`src/rtl/arm_alu_pkg.sv`:
```
// Shared types and constants for the ARM-style ALU.
package arm_alu_pkg;

  // Operation select, matching the datapath's alu_control encoding.
  typedef enum logic [2:0] {
    ADD = 3'b000,
    SUB = 3'b001,
    AND = 3'b010,
    ORR = 3'b011,
    EOR = 3'b100,
    ADC = 3'b101,
    SBC = 3'b110,
    RSB = 3'b111
  } alu_op_e;

  // Bit positions inside the {N,Z,C,V} flag nibble.
  localparam int FLAG_N = 3;
  localparam int FLAG_Z = 2;
  localparam int FLAG_C = 1;
  localparam int FLAG_V = 0;

endpackage

```
`src/rtl/arm_alu_if.sv`:
```
// Operand/result bundle between the execute-stage control and the ALU.
interface arm_alu_if #(
  parameter int WIDTH = 32
);
  logic [WIDTH-1:0] src_a;
  logic [WIDTH-1:0] src_b;
  logic [2:0]       alu_control;
  logic             carry;
  logic             flags_we;
  logic [WIDTH-1:0] alu_result;
  logic [3:0]       alu_flags;
  logic [3:0]       flags_q;

  modport master (
    output src_a, src_b, alu_control, carry, flags_we,
    input  alu_result, alu_flags, flags_q
  );

  modport slave (
    input  src_a, src_b, alu_control, carry, flags_we,
    output alu_result, alu_flags, flags_q
  );
endinterface

```
`src/rtl/arm_alu_adder.sv`:
```
// Single WIDTH+1 bit adder shared by every arithmetic operation.
// The caller supplies the already-selected/inverted operands.
module arm_alu_adder #(
  parameter int WIDTH = 32
) (
  input  logic [WIDTH-1:0] x,
  input  logic [WIDTH-1:0] y,
  input  logic             cin,
  output logic [WIDTH-1:0] sum,
  output logic             cout,
  output logic             ovf
);
  logic [WIDTH:0] full;

  assign full = {1'b0, x} + {1'b0, y} + {{WIDTH{1'b0}}, cin};
  assign sum  = full[WIDTH-1:0];
  assign cout = full[WIDTH];
  // Signed overflow: operands agree in sign but the sum does not.
  assign ovf  = ~(x[WIDTH-1] ^ y[WIDTH-1]) & (sum[WIDTH-1] ^ x[WIDTH-1]);
endmodule

```
`src/rtl/arm_alu.sv`:
```
// ARM-style 32-bit ALU: combinational result/NZCV plus a registered flag copy.
module arm_alu
  import arm_alu_pkg::*;
#(
  parameter int WIDTH = 32
) (
  input  logic      clk,
  input  logic      reset,
  arm_alu_if.slave  bus
);
  alu_op_e          op;
  logic [WIDTH-1:0] x, y;
  logic             cin;
  logic             arith;
  logic [WIDTH-1:0] sum;
  logic             cout, ovf;
  logic [WIDTH-1:0] result;
  logic [3:0]       flags;
  logic [3:0]       flags_r;

  assign op = alu_op_e'(bus.alu_control);

  // Steer operands and carry-in into the shared adder; logic ops bypass it.
  always_comb begin
    x     = bus.src_a;
    y     = ~bus.src_b;
    cin   = 1'b1;
    arith = 1'b1;
    case (op)
      ADD: begin y = bus.src_b; cin = 1'b0; end
      SUB: ;
      ADC: begin y = bus.src_b; cin = bus.carry; end
      SBC: cin = bus.carry;
      RSB: begin x = bus.src_b; y = ~bus.src_a; end
      AND, ORR, EOR: arith = 1'b0;
      default: ;
    endcase
  end

  arm_alu_adder #(.WIDTH(WIDTH)) u_adder (
    .x    (x),
    .y    (y),
    .cin  (cin),
    .sum  (sum),
    .cout (cout),
    .ovf  (ovf)
  );

  // Result select: adder output for arithmetic, bitwise ops otherwise.
  always_comb begin
    result = sum;
    case (op)
      AND:     result = bus.src_a & bus.src_b;
      ORR:     result = bus.src_a | bus.src_b;
      EOR:     result = bus.src_a ^ bus.src_b;
      default: result = sum;
    endcase
  end

  // NZCV; C and V are forced low for logic ops so carry-in never leaks through.
  always_comb begin
    flags         = '0;
    flags[FLAG_N] = result[WIDTH-1];
    flags[FLAG_Z] = (result == '0);
    flags[FLAG_C] = arith & cout;
    flags[FLAG_V] = arith & ovf;
  end

  // Condition-state register; reset wins over the write enable.
  always_ff @(posedge clk) begin
    if (!reset)            flags_r <= 4'b0000;
    else if (bus.flags_we) flags_r <= flags;
  end

  assign bus.alu_result = result;
  assign bus.alu_flags  = flags;
  assign bus.flags_q    = flags_r;
endmodule

```
`src/flat_wrapper.sv`:
```
// flat-port wrapper written by rule: the top's interface ports become plain ports
module arm_alu_flat import arm_alu_pkg::*;
#(
  parameter int WIDTH = 32
)
  (clk, reset, bus_src_a, bus_src_b, bus_alu_control, bus_carry, bus_flags_we, bus_alu_result, bus_alu_flags, bus_flags_q);
  arm_alu_if #(.WIDTH(WIDTH)) bus_i ();
  input  logic clk;
  input  logic reset;
  input wire logic [$bits(bus_i.src_a)-1:0] bus_src_a;
  input wire logic [$bits(bus_i.src_b)-1:0] bus_src_b;
  input wire logic [$bits(bus_i.alu_control)-1:0] bus_alu_control;
  input wire logic [$bits(bus_i.carry)-1:0] bus_carry;
  input wire logic [$bits(bus_i.flags_we)-1:0] bus_flags_we;
  output wire logic [$bits(bus_i.alu_result)-1:0] bus_alu_result;
  output wire logic [$bits(bus_i.alu_flags)-1:0] bus_alu_flags;
  output wire logic [$bits(bus_i.flags_q)-1:0] bus_flags_q;
  assign bus_i.src_a = bus_src_a;
  assign bus_i.src_b = bus_src_b;
  assign bus_i.alu_control = bus_alu_control;
  assign bus_i.carry = bus_carry;
  assign bus_i.flags_we = bus_flags_we;
  assign bus_alu_result = bus_i.alu_result;
  assign bus_alu_flags = bus_i.alu_flags;
  assign bus_flags_q = bus_i.flags_q;
  arm_alu #(.WIDTH(WIDTH)) u_core (.clk(clk), .reset(reset), .bus(bus_i));
endmodule
```
`config.mk`:
```
export PLATFORM = sky130hd
export DESIGN_NAME = arm_alu_flat
export DESIGN_NICKNAME = d
export VERILOG_FILES = /design/src/rtl/arm_alu_pkg.sv /design/src/rtl/arm_alu_if.sv /design/src/rtl/arm_alu_adder.sv /design/src/rtl/arm_alu.sv /design/src/flat_wrapper.sv
export SDC_FILE = /design/constraint.sdc
export NUM_CORES = 1
export LEC_CHECK = 0
export CORE_UTILIZATION = 23
export CTS_BUF_LIST = sky130_fd_sc_hd__clkbuf_8
export CTS_CLUSTER_SIZE = 40
export DETAILED_ROUTE_END_ITERATION = 10
export PLACE_DENSITY = 0.51
export SLEW_MARGIN = 20
export SYNTH_ARGS = -nofsm -noshare
export SYNTH_HDL_FRONTEND = slang
export SYNTH_SLANG_ARGS = --single-unit
```
`constraint.sdc`:
```
create_clock -name clk -period 23.4 [get_ports clk]
set_clock_uncertainty 0.1 [all_clocks]
set_input_delay 7.02 -clock clk [delete_from_list [all_inputs] [get_ports clk]]
set_output_delay 7.02 -clock clk [all_outputs]
set_load 0.005 [all_outputs]
```
==> results.py, run 1 <==
metrics = {
    "status": {
        "status": "completed",
    },
    "synthesis": {
        "netlist.area_leader.share_pct": 22.50,
        "synthFlopType": "dfxtp_1",
        "ys_seq_area_share_pct": 1.516,
        "synth-seq-cells": 4,
        "synth_mux_area_share_pct": 1.729,
        "synth-adder-area-share_pct": 23.25,
        "synth_compound_area_share_pct": 36.30,
        "synthCells": 799,
        "ys_types": 77,
        "synth_top_cell_by_area": "ha_1",
        "yosys-top-cells-count": "106 x nand2_1, 95 x ha_1, 82 x inv_1, 64 x nor2_1, 63 x a21oi_1",
        "synthSimpleGateAreaFrac_pct": 24.96,
        "synth_top_family_by_area": "compound AO/OA/AOI/OAI gates",
        "ys_warn_count": 0,
        "synth_fp_nets": 967,
        "ys_async_sr_fraction_pct": 0,
        "synthXorXnorAreaFrac_pct": 2.486,
        "netlist_area_sq_um": 5284,
        "synth_edf_count": 0,
        "avgSynthCellArea_sq_um": 6.613,
        "synth.most_common_cell": "nand2_1",
        "ys_top_cells_by_area": "ha_1 22%, nand2_1 7.5%, a21oi_1 6.0%",
    },
    "pwr": {
        "p_sw_w": 0.0001385,
        "power_density_nw_per_um2": 39.27,
        "swShare_pct": 52.98,
        "power_leakage_nw": 2.845,
        "max-vdd-ir-drop_mv": 0.01455,
        "clkPwrFrac_pct": 5.5,
        "power_frac_seq_pct": 2.9,
        "p_int_w": 0.0001230,
        "p_comb_share_pct": 91.6,
    },
    "detailed_routing": {
        "ant_nets": 0,
        "first_iter_violations": 388,
        "routed_wl_microns": 19570,
        "vias_per_cell": 5.222,
        "first_pass_iters": 5,
        "vias": 6057,
        "wl_per_cell_microns": 16.87,
        "drc": 0,
    },
    "global_routing": {
        "grt_pass1_wl_microns": 31310,
        "grt.overflow.total": 0,
        "grt_max_degree": 98,
        "antenna_found_initial": 0,
        "grt_pass1_vias": 5740,
        "grt_use_total_pct": 16.27,
    },
    "cells_and_area": {
        "largest_reg_flops": 4,
        "nFillCells": 2466,
        "nNetsFinal": 1045,
        "syn_to_final_growth_pct": 26.02,
        "utilization_pct": 29.50,
        "multi_input_area_sq_um": 4710,
        "drive_gt1_share_pct": 5.143,
        "seq_area_sq_um": 80.08,
        "final_cells": 1160,
        "antenna_cells": 0,
    },
    "worst_hold_path": {
        "hp-class": "reg -> reg",
    },
    "place": {
        "port_buffers": 110,
        "dp_hpwl_microns": 15650,
        "placed_cells": 1157,
        "gp_congestion": 0.9003,
    },
    "flow_run": {
        "maxCapViolCount": 0,
    },
    "worst_setup_path": {
        "cp-start-kind": "primary input",
        "critPathCaptureType": "primary output",
        "critPathRequiredTime_ns": 16.28,
        "critPathMaxFanout": 97,
        "r2r_setup_slack_ns": 22.54,
        "path_class": "in -> out",
        "arrival_ns": 13.14,
    },
    "floorplan": {
        "die_h_microns": 153.6,
        "placeableCoreArea_sq_um": 22570,
        "die_w_microns": 153.6,
        "die_area_sq_um": 23580,
        "io_pins": 111,
        "initial_core_util_pct": 23.41,
        "row_count": 55,
    },
    "clock_tree": {
        "clk_pin_slew_ns": 0.03,
        "cts_buffers": 3,
        "clock_path_buffers": 2,
        "clk-insertion-delay-late_ns": 0.22,
        "root_buffer": "clkbuf_8",
        "hold_buffers": 0,
        "cts.sinks": 4,
        "cts_tree": "done",
        "post_cts_resized": 0,
        "htree_levels": 1,
        "post_cts_buffers": 0,
    },
    "sta": {
        "worst_pin_slew_ns": 0.8227,
        "fmax_ghz": 0.04936,
        "post-route-min-period_ns": 20.26,
        "setup_viol": 0,
        "finalHoldViolCount": 0,
        "relSlewSlack_pct": 45.14,
        "timing.final.crit_share_pct": 86.57,
        "hold_ws_ns": 0.3992,
        "fin_tns_setup_ns": 0,
        "drv_slew": 0,
        "rsz0062_at_grt": "false",
    },
}
==> final cells by class <==
class / count / share of cell area, %
Clock buffer: 3 / 0.6201
Inverter: 82 / 4.622
Multi-Input combinational cell: 667 / 70.73
Sequential cell: 4 / 1.203
Tap cell: 285 / 5.355
Timing Repair Buffer: 119 / 17.47
==> worst max-delay path: stages <==
cell and delay (ns):
clkdlybuf4s50_1 0.71, nand3_4 0.19, buf_4 0.67, o21ai_2 0.45
nor2_1 0.19, a211oi_1 0.08, fa_1 0.45, inv_1 0.09
fa_1 0.24, a21oi_1 0.10, o211ai_1 0.54, nand3_1 0.15
nand3_1 0.25, xnor2_1 0.17, o21ai_0 0.13, or4_1 0.52
or3_1 0.33, nor4_2 0.29, clkdlybuf4s50_1 0.55
==> power groups by stage <==
stage | Clock, W | Sequential, W | Combinational [W]
floorplan | 0 | 0.00000766 | 0.000144
global placement | 0 | 0.00000760 | 0.000238
detailed placement | 0 | 0.00000763 | 0.000238
CTS | 0.0000149 | 0.00000755 | 0.000239
global route | 0.0000152 | 0.00000759 | 0.000263
finish | 0.0000144 | 0.00000754 | 0.000240
==> through the flow <==
step	power, W	area [sq um]	setup WS [ns]
2_1_floorplan	0.0001521	5284	4.703
3_3_place_gp	0.0002460	6618	3.176
3_5_place_dp	0.0002455	6618	3.116
4_1_cts	0.0002617	6659	3.111
5_1_grt	0.0002859	6659	2.574
6_report	0.0002615	6659	3.142
==> metal layers <==
metal	routed length, microns	track usage (%)	vias to the layer above	share of wire [%]
met2	9215	28.10	174	47
met1	9162	22.06	2790	47
met5	0	0	-	0
met3	858	1.184	22	4.4
li1	-	-	3071	-
met4	331	3.333	0	1.7
==> cell families after synthesis <==
kind of cell               after synthesis
DFF                                      4
AOI/OAI and AO/OA                      268
xor gates and xnor gates                15
adders and majority gates               97
muxes                                    9
and+or+nand+nor                        278
buffers and inverters                  128
==> path summary, 6_finish.rpt <==
| path | startpoint | endpoint | cells past startpoint |
|---|---|---|---|
| max | bus_alu_control[1] | bus_alu_flags[2] | 19 |
| min | u_core.bus.flags_q[2] | u_core.bus.flags_q[2] | 2 |
| max reg2reg | u_core.bus.flags_q[1] | u_core.bus.flags_q[1] | 2 |
| min reg2reg | u_core.bus.flags_q[2] | u_core.bus.flags_q[2] | 2 |
==> cells in the final DEF, fill, tap and decap left out, types with 7 or more instances in the layout <==
master,synthesis,routed
o31ai_1,13,13
buf_4,3,9
nand4_1,11,11
o221ai_1,33,33
mux2i_1,8,8
a21oi_1,63,63
clkdlybuf4s50_1,0,109
nor2b_1,13,13
xnor2_1,8,8
nand3_1,17,16
inv_1,82,82
nor3_1,19,19
a21o_1,8,8
xor2_1,7,7
nor2_1,64,62
o21a_1,13,13
ha_1,95,95
a211oi_1,17,17
o21ai_0,57,57
nand2_1,106,106
nor4_1,9,9
No activity file was read; power rests on OpenSTA's default activity.
==> run 2: changes to the inputs <==
--- a/config.mk
+++ b/config.mk
@@ -9,6 +9,7 @@
 export CTS_BUF_LIST = sky130_fd_sc_hd__clkbuf_8
 export CTS_CLUSTER_SIZE = 40
 export DETAILED_ROUTE_END_ITERATION = 10
+export HOLD_SLACK_MARGIN = 0.03
 export PLACE_DENSITY = 0.51
 export SLEW_MARGIN = 20
 export SYNTH_ARGS = -nofsm -noshare
==> results of run 2 <==
Final layout, timing and power as in run 1 (identical DEF).
==> run 3: changes to the inputs <==
--- a/config.mk
+++ b/config.mk
@@ -9,9 +9,9 @@
 export CTS_BUF_LIST = sky130_fd_sc_hd__clkbuf_8
 export CTS_CLUSTER_SIZE = 40
 export DETAILED_ROUTE_END_ITERATION = 10
+export GPL_TIMING_DRIVEN = 0
 export HOLD_SLACK_MARGIN = 0.03
 export PLACE_DENSITY = 0.51
-export SLEW_MARGIN = 20
 export SYNTH_ARGS = -nofsm -noshare
 export SYNTH_HDL_FRONTEND = slang
 export SYNTH_SLANG_ARGS = --single-unit
==> run 3 against run 2 <==
Via count increased by 4.7%. Critical path type unchanged. Non-clock buffer count up 36. Worst setup slack worse by 1.4 ns. Critical path depth rose by 5. Final cell count increased by 3.1%.
==> results.py, run 3 (synthesis results as in run 1) <==
metrics = {
    "worst_setup_path": {
        "critPathRequiredTime_ns": 16.28,
        "cp-start-kind": "primary input",
        "cp_slowest_cell": "o211ai_1",
        "cp_num_buf_inv": 10,
        "critPathCaptureType": "primary output",
        "worstPathCellList": "clkdlybuf4s50_1 -> buf_2 -> buf_2 -> buf_2 -> buf_2 -> buf_2 -> nand3_1 -> clkbuf_1 -> clkbuf_1 -> nor2_1 -> a21oi_1 -> fa_1 -> inv_1 -> fa_1 -> a21oi_1 -> o211ai_1 -> nand3_1 -> nand3_1 -> xnor2_1 -> o21ai_0 -> or4_1 -> or3_1 -> nor4_2 -> clkdlybuf4s50_1",
        "r2r_setup_slack_ns": 22.54,
        "critPathMaxFanout": 10,
        "crit_top_cell": "buf_2",
        "critPathMaxStageDelay_ns": 0.65,
        "arrival_ns": 14.52,
        "path_delay_family": "buffers and inverters",
        "path_class": "in -> out",
    },
    "sta": {
        "relSlewSlack_pct": 38.44,
        "fmax_ghz": 0.04621,
        "setup_viol": 0,
        "worst_pin_slew_ns": 0.9200,
        "drv_slew": 0,
        "finalHoldViolCount": 0,
        "fin_tns_setup_ns": 0,
        "post-route-min-period_ns": 21.64,
        "rsz0062_at_grt": "false",
        "timing.final.crit_share_pct": 92.47,
    },
    "floorplan": {
        "row_count": 55,
        "placeableCoreArea_sq_um": 22570,
        "die_area_sq_um": 23580,
        "die_h_microns": 153.6,
        "initial_core_util_pct": 23.41,
        "die_w_microns": 153.6,
        "io_pins": 111,
    },
    "clock_tree": {
        "cts_buffers": 3,
        "clk-insertion-delay-late_ns": 0.21,
        "clock_path_buffers": 2,
        "post_cts_buffers": 0,
        "post_cts_resized": 0,
        "cts.sinks": 4,
        "root_buffer": "clkbuf_8",
        "clk_pin_slew_ns": 0.03,
        "htree_levels": 1,
        "cts_tree": "done",
        "hold_buffers": 0,
    },
    "place": {
        "dp_hpwl_microns": 18100,
        "port_buffers": 109,
        "gp_congestion": 0.9314,
    },
    "global_routing": {
        "gr-usage-met2_pct": 31.52,
        "grt.overflow.total": 0,
        "met3_usage_pct": 1.494,
        "use_met1_pct": 24.52,
        "grt_pass1_wl_microns": 34000,
        "grt_pass1_vias": 5949,
        "grt_max_degree": 11,
        "gr-max-usage-layer": "met2",
        "antenna_found_initial": 0,
        "grt_use_total_pct": 18.36,
    },
    "pwr": {
        "p_sw_w": 0.0001422,
        "clkPwrFrac_pct": 5.4,
        "p_total_w": 0.0002656,
        "power_frac_seq_pct": 2.8,
        "p_comb_share_pct": 91.8,
        "power_leakage_nw": 2.900,
        "power_density_nw_per_um2": 39.22,
        "p_int_w": 0.0001235,
        "max-vdd-ir-drop_mv": 0.01341,
        "swShare_pct": 53.51,
    },
    "cells_and_area": {
        "drive_gt1_share_pct": 5.269,
        "antenna_cells": 0,
        "nFillCells": 2522,
        "layout_commonest_cell": "clkdlybuf4s50_1",
        "final_cell_mix": "109 x clkdlybuf4s50_1, 106 x nand2_1, 95 x ha_1",
        "syn_to_final_growth_pct": 28.18,
        "nNetsFinal": 1081,
        "largest_reg_flops": 4,
        "utilization_pct": 30.01,
    },
    "detailed_routing": {
        "drc": 0,
        "vias": 6344,
        "first_pass_iters": 7,
        "vias_per_cell": 5.304,
        "ant_nets": 0,
        "wl_per_cell_microns": 18.67,
        "first_iter_violations": 373,
        "routed_wl_microns": 22330,
    },
    "flow_run": {
        "maxCapViolCount": 0,
    },
    "worst_hold_path": {
        "hp-class": "reg -> reg",
    },
    "status": {
        "status": "completed",
    },
}
run 3: cell type report:
class / instances / area, sq um / share of cell area, %
multi-input cells: 667 / 4688 / 69.22
repair buffers: 109 / 1091 / 16.11
well taps: 285 / 356.6 / 5.265
inverters: 82 / 307.8 / 4.545
plain buffers: 46 / 207.7 / 3.067
flip-flops and latches: 4 / 80.08 / 1.182
clock buffers: 3 / 41.29 / 0.6096
run 3: path summary, 6_finish.rpt:
kind | depth (start not counted) | end | start
worst max-delay path | 24 | bus_alu_flags[2] | bus_alu_control[0]
worst min-delay path | 2 | u_core.bus.flags_q[2] | u_core.bus.flags_q[2]
worst max register to register | 2 | u_core.bus.flags_q[1] | u_core.bus.flags_q[1]
worst min register to register | 2 | u_core.bus.flags_q[2] | u_core.bus.flags_q[2]
run 3: worst min-delay path, delay by kind of cell (launching register included):
kind | cells | cell delay [ns]
DFF | 1 | 0.30
and+or+nand+nor | 1 | 0.09
AOI/OAI and AO/OA | 1 | 0.06
run 3: power groups by stage:
stage          clock network, W  registers [W]  logic [W]
3_5_place_dp                  0     0.00000760   0.000241
4_1_cts               0.0000149     0.00000750   0.000243
5_1_grt               0.0000150     0.00000755   0.000266
3_3_place_gp                  0     0.00000759   0.000241
2_1_floorplan                 0     0.00000766   0.000144
6_report              0.0000143     0.00000750   0.000244
run 3: routing by layer:
metal	vias to the layer above	wire length, microns
met5	-	0
met4	0	596
met3	34	1185
met2	201	10440
met1	2972	10110
li1	3137	-
run 3: through the flow:
step | area [sq um] | worst slack [ns] | hold WS, ns | instances
after floorplan | 5284 | 4.703 | 0.3934 | 799
after global placement | 6731 | 1.852 | 0.3980 | 1193
after detailed placement | 6731 | 1.848 | 0.4061 | 1193
after CTS | 6773 | 1.825 | 0.4134 | 1196
after global routing | 6773 | 1.339 | 0.4370 | 1196
final | 6773 | 1.761 | 0.4051 | 1196
